### src/rtl/matrix_add_stream_if.sv
// ============================================================================
// Module : matrix_add_stream_if
// Brief  : Operand/result valid-ready stream bundle for matrix_add_stream.
// Rev    : 1.0
// ============================================================================
`default_nettype none

interface matrix_add_stream_if #(
  parameter int DATA_W = 16,
  parameter int LANES  = 16
);
  logic                    in_valid;
  logic                    in_ready;
  logic [LANES*DATA_W-1:0] in_a;
  logic [LANES*DATA_W-1:0] in_b;
  logic [1:0]              in_mode;
  logic                    out_valid;
  logic                    out_ready;
  logic [LANES*DATA_W-1:0] out_sum;
  logic [LANES-1:0]        out_ovf;

  modport master (
    output in_valid, in_a, in_b, in_mode, out_ready,
    input  in_ready, out_valid, out_sum, out_ovf
  );

  modport slave (
    input  in_valid, in_a, in_b, in_mode, out_ready,
    output in_ready, out_valid, out_sum, out_ovf
  );
endinterface

`default_nettype wire

### src/rtl/matrix_add_stream.sv
// ============================================================================
// Module : matrix_add_stream
// Brief  : Two-stage pipelined lane-wise adder, signed/unsigned, wrap/saturate.
// Rev    : 1.0
// ============================================================================
`default_nettype none

module matrix_add_stream #(
  parameter int DATA_W = 16,
  parameter int LANES  = 16,
  parameter int CNT_W  = 16
) (
  input  wire logic             clk,
  input  wire logic             rst,
  matrix_add_stream_if.slave    bus,
  input  wire logic             clr,
  output logic                  ovf_sticky,
  output logic [CNT_W-1:0]      beat_cnt
);

  localparam int RAW_W = DATA_W + 1;
  localparam logic [CNT_W-1:0] c_cnt_one = CNT_W'(1);

  logic                    s1_valid_q, s1_valid_d;
  logic [LANES*RAW_W-1:0]  s1_raw_q,   s1_raw_d;
  logic [1:0]              s1_mode_q,  s1_mode_d;
  logic                    out_valid_q, out_valid_d;
  logic [LANES*DATA_W-1:0] out_sum_q,  out_sum_d;
  logic [LANES-1:0]        out_ovf_q,  out_ovf_d;
  logic                    sticky_q,   sticky_d;
  logic [CNT_W-1:0]        cnt_q,      cnt_d;

  logic                    w_s2_adv;
  logic                    w_s1_adv;
  logic                    w_out_hs;
  logic [LANES*RAW_W-1:0]  w_raw;
  logic [LANES*DATA_W-1:0] w_lane_sum;
  logic [LANES-1:0]        w_lane_ovf;

  assign w_s2_adv = !out_valid_q || bus.out_ready;
  assign w_s1_adv = !s1_valid_q || w_s2_adv;
  assign w_out_hs = out_valid_q && bus.out_ready;

  generate
    for (genvar i = 0; i < LANES; i++) begin : g_lane
      logic [DATA_W-1:0] w_a, w_b;
      logic              w_ext_a, w_ext_b;
      logic [RAW_W-1:0]  w_r;
      logic              w_ovf;
      logic [DATA_W-1:0] w_sat;

      assign w_a     = bus.in_a[i*DATA_W +: DATA_W];
      assign w_b     = bus.in_b[i*DATA_W +: DATA_W];
      // Sign-extend in signed mode so bit DATA_W is the true sign of the sum.
      assign w_ext_a = bus.in_mode[0] & w_a[DATA_W-1];
      assign w_ext_b = bus.in_mode[0] & w_b[DATA_W-1];
      assign w_raw[i*RAW_W +: RAW_W] = {w_ext_a, w_a} + {w_ext_b, w_b};

      assign w_r   = s1_raw_q[i*RAW_W +: RAW_W];
      assign w_ovf = s1_mode_q[0] ? (w_r[DATA_W] ^ w_r[DATA_W-1]) : w_r[DATA_W];
      assign w_sat = !s1_mode_q[0] ? {DATA_W{1'b1}} :
                     w_r[DATA_W]   ? {1'b1, {(DATA_W-1){1'b0}}} :
                                     {1'b0, {(DATA_W-1){1'b1}}};
      assign w_lane_ovf[i] = w_ovf;
      assign w_lane_sum[i*DATA_W +: DATA_W] = (w_ovf && s1_mode_q[1]) ? w_sat
                                                                       : w_r[DATA_W-1:0];
    end
  endgenerate

  always_comb begin
    s1_valid_d  = s1_valid_q;
    s1_raw_d    = s1_raw_q;
    s1_mode_d   = s1_mode_q;
    out_valid_d = out_valid_q;
    out_sum_d   = out_sum_q;
    out_ovf_d   = out_ovf_q;
    sticky_d    = sticky_q;
    cnt_d       = cnt_q;

    if (w_s1_adv) begin
      s1_valid_d = bus.in_valid;
      if (bus.in_valid) begin
        s1_raw_d  = w_raw;
        s1_mode_d = bus.in_mode;
      end
    end

    if (w_s2_adv) begin
      out_valid_d = s1_valid_q;
      if (s1_valid_q) begin
        out_sum_d = w_lane_sum;
        out_ovf_d = w_lane_ovf;
      end
    end

    // A clear wins over a coincident handshake.
    if (clr) begin
      sticky_d = 1'b0;
      cnt_d    = '0;
    end else if (w_out_hs) begin
      sticky_d = sticky_q | (|out_ovf_q);
      cnt_d    = cnt_q + c_cnt_one;
    end
  end

  always_ff @(posedge clk) begin
    if (rst) begin
      s1_valid_q  <= 1'b0;
      s1_raw_q    <= '0;
      s1_mode_q   <= '0;
      out_valid_q <= 1'b0;
      out_sum_q   <= '0;
      out_ovf_q   <= '0;
      sticky_q    <= 1'b0;
      cnt_q       <= '0;
    end else begin
      s1_valid_q  <= s1_valid_d;
      s1_raw_q    <= s1_raw_d;
      s1_mode_q   <= s1_mode_d;
      out_valid_q <= out_valid_d;
      out_sum_q   <= out_sum_d;
      out_ovf_q   <= out_ovf_d;
      sticky_q    <= sticky_d;
      cnt_q       <= cnt_d;
    end
  end

  assign bus.in_ready  = w_s1_adv;
  assign bus.out_valid = out_valid_q;
  assign bus.out_sum   = out_sum_q;
  assign bus.out_ovf   = out_ovf_q;
  assign ovf_sticky    = sticky_q;
  assign beat_cnt      = cnt_q;

endmodule

`default_nettype wire

### src/flat_wrapper.sv
// flat-port wrapper written by rule: the top's interface ports become plain ports
module matrix_add_stream_flat 
#(
  parameter int DATA_W = 16,
  parameter int LANES  = 16,
  parameter int CNT_W  = 16
)
  (clk, rst, clr, ovf_sticky, beat_cnt, bus_in_valid, bus_in_a, bus_in_b, bus_in_mode, bus_out_ready, bus_in_ready, bus_out_valid, bus_out_sum, bus_out_ovf);
  matrix_add_stream_if #(.DATA_W(DATA_W), .LANES(LANES)) bus_i ();
  input  wire logic clk;
  input  wire logic rst;
  input  wire logic clr;
  output logic ovf_sticky;
  output logic [CNT_W-1:0] beat_cnt;
  input wire logic [$bits(bus_i.in_valid)-1:0] bus_in_valid;
  input wire logic [$bits(bus_i.in_a)-1:0] bus_in_a;
  input wire logic [$bits(bus_i.in_b)-1:0] bus_in_b;
  input wire logic [$bits(bus_i.in_mode)-1:0] bus_in_mode;
  input wire logic [$bits(bus_i.out_ready)-1:0] bus_out_ready;
  output wire logic [$bits(bus_i.in_ready)-1:0] bus_in_ready;
  output wire logic [$bits(bus_i.out_valid)-1:0] bus_out_valid;
  output wire logic [$bits(bus_i.out_sum)-1:0] bus_out_sum;
  output wire logic [$bits(bus_i.out_ovf)-1:0] bus_out_ovf;
  assign bus_i.in_valid = bus_in_valid;
  assign bus_i.in_a = bus_in_a;
  assign bus_i.in_b = bus_in_b;
  assign bus_i.in_mode = bus_in_mode;
  assign bus_i.out_ready = bus_out_ready;
  assign bus_in_ready = bus_i.in_ready;
  assign bus_out_valid = bus_i.out_valid;
  assign bus_out_sum = bus_i.out_sum;
  assign bus_out_ovf = bus_i.out_ovf;
  matrix_add_stream #(.DATA_W(DATA_W), .LANES(LANES), .CNT_W(CNT_W)) u_core (.clk(clk), .rst(rst), .bus(bus_i), .clr(clr), .ovf_sticky(ovf_sticky), .beat_cnt(beat_cnt));
endmodule
### config.mk
export PLATFORM = sky130hd
export DESIGN_NAME = matrix_add_stream_flat
export DESIGN_NICKNAME = d
export VERILOG_FILES = /design/src/rtl/matrix_add_stream_if.sv /design/src/rtl/matrix_add_stream.sv /design/src/flat_wrapper.sv
export SDC_FILE = /design/constraint.sdc
export NUM_CORES = 2
export LEC_CHECK = 0
export CAP_MARGIN = 30
export CORE_AREA = 2 2 312 314
export DETAILED_ROUTE_END_ITERATION = 8
export DIE_AREA = 0 0 314 316
export RECOVER_POWER = 25
export SETUP_SLACK_MARGIN = 0.3
export SLEW_MARGIN = 20
export SYNTH_ARGS = -nofsm -noshare
export SYNTH_HDL_FRONTEND = slang
export SYNTH_SLANG_ARGS = --single-unit
### constraint.sdc
create_clock -name clk -period 4.8 [get_ports clk]
set_input_delay 0.72 -clock clk [delete_from_list [all_inputs] [get_ports clk]]
set_output_delay 0.72 -clock clk [all_outputs]
set_load 0.1 [all_outputs]
Word level (Yosys, flattened, before mapping)

Cells that the tools add are included.

Latch bits: 0
Flip-flop bits (word level): 565
Memory bits (writable): 0
Output and inout bits: 291
Word-level logic and storage cells: 163
Bits in read-only memories: 0
Memories kept: 0

Add/sub/neg operators: 17
Multiply operators: 0
Reduce and logical (&&, ||, !) cells: 25
Mux-type cells: 64
Bitwise gates (word level): 49
Shifts and indexed selects: 0
Order comparisons: 0
Divide/modulo/power cells: 0
Equality and inequality tests: 0

Operators by type and width:

| operator              | count |
|---|---|
| $mux 16               | 48 |
| $add 17x17->17        | 16 |
| $and 1x1->1           | 32 |
| $logic_and 1x1->1     | 17 |
| $add 16x1->16 const B | 1 |
| $mux 1                | 16 |
| $reduce_or 16->1      | 1 |
| $xor 1x1->1           | 16 |
| $reduce_and 2->1      | 2 |
| $logic_not 1->1       | 2 |
| $logic_or 1x1->1      | 2 |
| $reduce_or 2->1       | 1 |
| $or 1x1->1            | 1 |

Depth between registers and ports, before layout

Word-level depth: 4
Depth in mapped cells: 10
Depth with buffers taken out: 9

Least setup slack after synthesis

Ideal clock, no wire load.

Path kind: register to register
Start point: register u_core.out_valid_q (netlist: u_core.bus.out_valid)
End point: register u_core.s1_raw_q[101]
Slack: 1.590 ns
Required time: 4.667 ns
Arrival: 3.077 ns
Buffers on the path: 2
Stages on the path, launching flop included: 10
Library setup time: 0.133 ns
Path through: dfxtp_1 nor2b_1 nand2_1 and2_1 nand2_1 buf_2 clkbuf_1 a21oi_1 a21oi_1 o211ai_1

Word-level cells in the longest chain between the ends: 4

Ends and longest elaborated chain:

| item                       | RTL line                 | text |
|---|---|---|
| from (decl)                | matrix_add_stream.sv:27  | `logic out_valid_q, out_valid_d;` |
| from (signal assigned)     | matrix_add_stream.sv:120 | `out_valid_q <= out_valid_d;` |
| $logic_not 1->1            | matrix_add_stream.sv:40  | `assign w_s2_adv = !out_valid_q \|\| bus.out_ready;` |
| $logic_or 1x1->1           | matrix_add_stream.sv:40  |  |
| $logic_or 1x1->1           | matrix_add_stream.sv:41  | `assign w_s1_adv = !s1_valid_q \|\| w_s2_adv;` |
| named net bus_in_ready     | flat_wrapper.sv:20       | `output wire logic [$bits(bus_i.in_ready)-1:0] bus_in_ready;` |
| $reduce_and 2->1 (no line) | -                        |  |
| to (signal assigned)       | matrix_add_stream.sv:118 | `s1_raw_q <= s1_raw_d;` |
| to (decl)                  | matrix_add_stream.sv:25  | `logic [LANES*RAW_W-1:0] s1_raw_q, s1_raw_d;` |

The timed path passes the listed nets, and every way through them passes these cells.
A chain may end at the register's enable or synchronous reset.

Worst setup path in the final report

Start point: input bus_out_ready
End point: register u_core.s1_raw_q[99]

Word-level cells in the longest chain between the ends: 3

Ends and longest elaborated chain:

| item                       | RTL line                | text |
|---|---|---|
| from (decl)                | flat_wrapper.sv:19      | `input wire logic [$bits(bus_i.out_ready)-1:0] bus_out_ready;` |
| $logic_or 1x1->1           | matrix_add_stream.sv:40 |  |
| $logic_or 1x1->1           | matrix_add_stream.sv:41 |  |
| $reduce_and 2->1 (no line) | -                       |  |

No other way between the ends.

==> reports/metrics.csv <==
stage,metric,value,unit
timing,Final Critical Period,3810,ps
synth,Simple-Gate Fraction of Synth Area,0.1690,
worst_setup_path,CP Cell Sequence,dlygate4sd3_1 > nor2b_1 > nand2_1 > and2_4 > clkbuf_2 > buf_4 > o21ai_0 > a311oi_1,
drt,Vias,32160,
synth,Synth Area in XOR/XNOR,0.06310,
worst_setup_path,Arrival @ worst endpoint,4340,ps
outcome,outcome,finished with violations,
layout,design area,45960,um^2
timing,setup TNS,0,ps
synth,Post-Syn Nets,4768,
drt,DR vias/cell,5.250,
synth,sequential-to-total area share from yosys stat,0.3590,
timing,worst relative slew slack,-0.3133,
worst_setup_path,r2r endpoint,u_core.s1_raw_q[99],
worst_setup_path,worst-path cell with the longest stage delay,clkbuf_2,
worst_setup_path,crit-path max FO,79,
outcome,failing checks,"max-capacitance violations, max-slew violations",
drt,Initial DRC Count,2168,
timing,RSZ-0062 raised after global routing,false,
worst_setup_path,Crit. End Element,flip-flop,
min_path,Hold WC Path Type,flip-flop to flip-flop,
die,I/O pins,810,
synth,Mapped Cells,3976,
timing,final hold vios,0,
layout,Final Util,0.4788,
layout,Filler Cell Count,9194,
worst_setup_path,Reg2Reg Depth,7,
worst_setup_path,Crit Path Class,input port to flip-flop,
global_routing,first-pass GRT wire length,185000,um
timing,Worst-Margin Slew,1970,ps
clocking,total setup buffers inserted after CTS,0,
global_routing,initial antenna violation count,21,
job,max-cap viol count,7,
drt,WL final,124000,um
layout,layout net count,5580,
timing,endpoints failing setup,0,
drt,Routed wire per std cell,20.23,um
worst_setup_path,Crit path largest cell delay,1480,ps
worst_setup_path,crit path from,bus_out_ready,
synth,largest family of logic cells by synthesized area,compound AO/OA/AOI/OAI gates,
synth,total number of yosys warnings,0,
power,LEAKAGE,18.56,nW
worst_setup_path,R2R Setup Slk,1260,ps
clocking,number of buffers created by CTS,66,
global_routing,largest net degree at the start of global routing,122,
clocking,clk root buf,clkbuf_16,
synth,"EDFF count, synth",0,
clocking,CTS Sinks,565,
synth,Adder-Cell Fraction of Synth Area,0.1122,
clocking,clock latency at the later pin of the worst-skew pair,610,ps
synth,Post-synth ARST share,0,
place,dpl cell area,43630,um^2
timing,skew final,29.92,ps
worst_setup_path,reg2reg start,u_core.bus.out_valid,
timing,"Period Utilization, post-route",0.7938,
place,RD Place Congestion,0.9183,
clocking,CTS tree,done,
timing,Peak Freq,262.4,MHz
die,# rows,114,
global_routing,grt ovf,0,
layout,Area growth syn-to-layout,45.87,%
die,width of the die,314,um
clocking,CTS resizes,0,
drt,DRC viols,0,
synth,Synth Flop Type,dfxtp_1,
layout,share of layout cells above drive strength 1,0.05975,
worst_setup_path,Worst EP required,5330,ps
synth,post-synthesis mux area share,0.002224,
synth,Synth Area in Compound Gates,0.2646,
die,Initial Utilization,0.3282,
global_routing,GRT Total Usage,0.2379,
die,Placeable Area,95990,um^2
synth,Mean Syn Cell Area,7.924,um^2
clocking,H-Tree Depth,3,
clocking,clk buf depth,3,
synth,mapped cell area,31510,um^2
power,PD cells,340.3,nW/um^2
synth,synth unique cells,71,
worst_setup_path,CP startpoint kind,input port,
drt,antenna-violating nets left,0,
clocking,Worst-path clk slew,70,ps
die,Die Area,99220,um^2
place,pre-CTS setup slack,1086,ps
timing,Final Slew Violations,205,
worst_setup_path,critical path endpoint,u_core.s1_raw_q[99],
synth,synthesized flop and latch total,565,
place,Port Buf Inserts,809,
drt,drt pass-1 iters,5,
global_routing,number of global-route vias before repair,30820,
power,Peak VDD IR,0.0002186,V
clocking,hold_buf cts,0,
die,die height,316,um
timing,setup ws final,989.6,ps
place,placed wire-length estimate,93630,um
## metal layers
| layer | global-route usage | vias to the layer above | wire, um | share of wire |
|---|---|---|---|---|
| li1 | - | 15810 | - | - |
| met1 | 0.2953 | 15170 | 51850 | 0.42 |
| met2 | 0.4140 | 957 | 60930 | 0.49 |
| met3 | 0.04913 | 206 | 7764 | 0.063 |
| met4 | 0.07057 | 22 | 3269 | 0.026 |
| met5 | 0 | - | 138 | 0.0011 |
## state kept, by name, indices dropped and copies added, names as in the netlist
signal / flops
u_core.s1_valid_q: 1
u_core.bus.out_valid: 1
u_core.s1_mode_q: 2
u_core.beat_cnt: 16
u_core.bus.out_sum: 256
u_core.s1_raw_q: 272
u_core.ovf_sticky: 1
u_core.bus.out_ovf: 16
## metrics by stage
stage / power, mW / std cells / hold WS (ps)
floorplan: 8.477 / 3976 / 425.4
global placement: 10.01 / 5887 / 435.5
detailed placement: 10.40 / 5994 / 441.9
CTS: 15.77 / 6111 / 451.8
global route: 16.33 / 6120 / 467.1
finish: 15.64 / 6126 / 449.6
## worst max-delay path, delay by kind of cell
family	cells	cell delay [ps]
compound gates	2	350
buf+inv	3	2440
simple gates	3	800
## worst min-delay path by stage
stage,end,startpoint,cells past startpoint
after floorplan,u_core.s1_raw_q[109],u_core.s1_raw_q[109],2
after global placement,u_core.s1_raw_q[232],u_core.s1_raw_q[232],2
after detailed placement,u_core.s1_raw_q[31],u_core.s1_raw_q[31],2
after CTS,u_core.s1_raw_q[250],u_core.s1_raw_q[250],2
after global routing,u_core.s1_raw_q[143],u_core.s1_raw_q[143],2
final,u_core.s1_raw_q[250],u_core.s1_raw_q[250],2
## final cells by class
type,count,area (um^2),area share
tap,1276,1597,0.03474
sequential,565,11310,0.2462
clock buffer,83,1847,0.04018
clock inverter,34,460.4,0.01002
inverter,21,86.33,0.001878
multi-input combinational,3171,19290,0.4198
timing repair buffer,963,11330,0.2465
antenna,13,32.53,0.0007078
## logic make-up after synthesis
logic type,after synthesis
muxes,7
AOI/OAI and AO/OA,1426
buffers and inverters,240
DFF,565
xor gates and xnor gates,227
adders and majority gates,273
and+or+nand+nor,1238
## synthesized netlist by cell type (8+ instances only)
cell type / instances / area [um^2]
a2111oi_0: 14 / 122.6
a211o_1: 10 / 87.58
a211oi_1: 104 / 780.8
a21o_1: 90 / 675.7
a21oi_1: 560 / 2803
a221oi_1: 18 / 157.7
a31oi_1: 20 / 125.1
and2_1: 29 / 181.4
and3_1: 15 / 93.84
buf_1: 13 / 48.80
buf_2: 29 / 145.1
clkbuf_1: 176 / 660.6
dfxtp_1: 565 / 11310
fa_1: 16 / 320.3
ha_1: 257 / 3216
inv_1: 20 / 75.07
nand2_1: 456 / 1712
nand2b_1: 32 / 200.2
nand3_1: 51 / 255.2
nand4_1: 26 / 162.7
nor2_1: 477 / 1790
nor2b_1: 14 / 87.58
nor3_1: 77 / 385.4
nor3b_1: 10 / 75.07
o211ai_1: 13 / 97.59
o21a_1: 49 / 367.9
o21ai_0: 432 / 2162
o21ai_1: 11 / 55.05
o21bai_1: 25 / 187.7
o31ai_1: 17 / 127.6
o41ai_1: 8 / 70.07
or3_1: 12 / 75.07
xnor2_1: 130 / 1139
xor2_1: 97 / 849.6
## placed cells by master, fill, tap and decap left out, drive strengths merged, types with 12 or more instances in the layout
master           n
nand4           26
o211ai          13
clkdlybuf4s50  708
o31ai           17
buf            146
clkbuf          96
nand3           51
a221oi          18
a211oi         105
a21oi          561
nor2           477
dfxtp          565
nor2b           14
dlygate4sd3     96
inv             26
clkinv          17
diode           13
o21bai          25
and3            15
nor3            77
a31oi           20
nand2b          32
xor2            97
or3             12
a21o            90
ha             257
fa              16
and2            29
xnor2          130
o21ai          449
nand2          456
o21a            49
a2111oi         15
## report_power, final
part | internal (mW) | switching, mW
Sequential | 5.09 | 0.251
Combinational | 1.92 | 3.03
Clock | 3.15 | 2.19
Note: power is estimated with default switching activity, not from simulation.
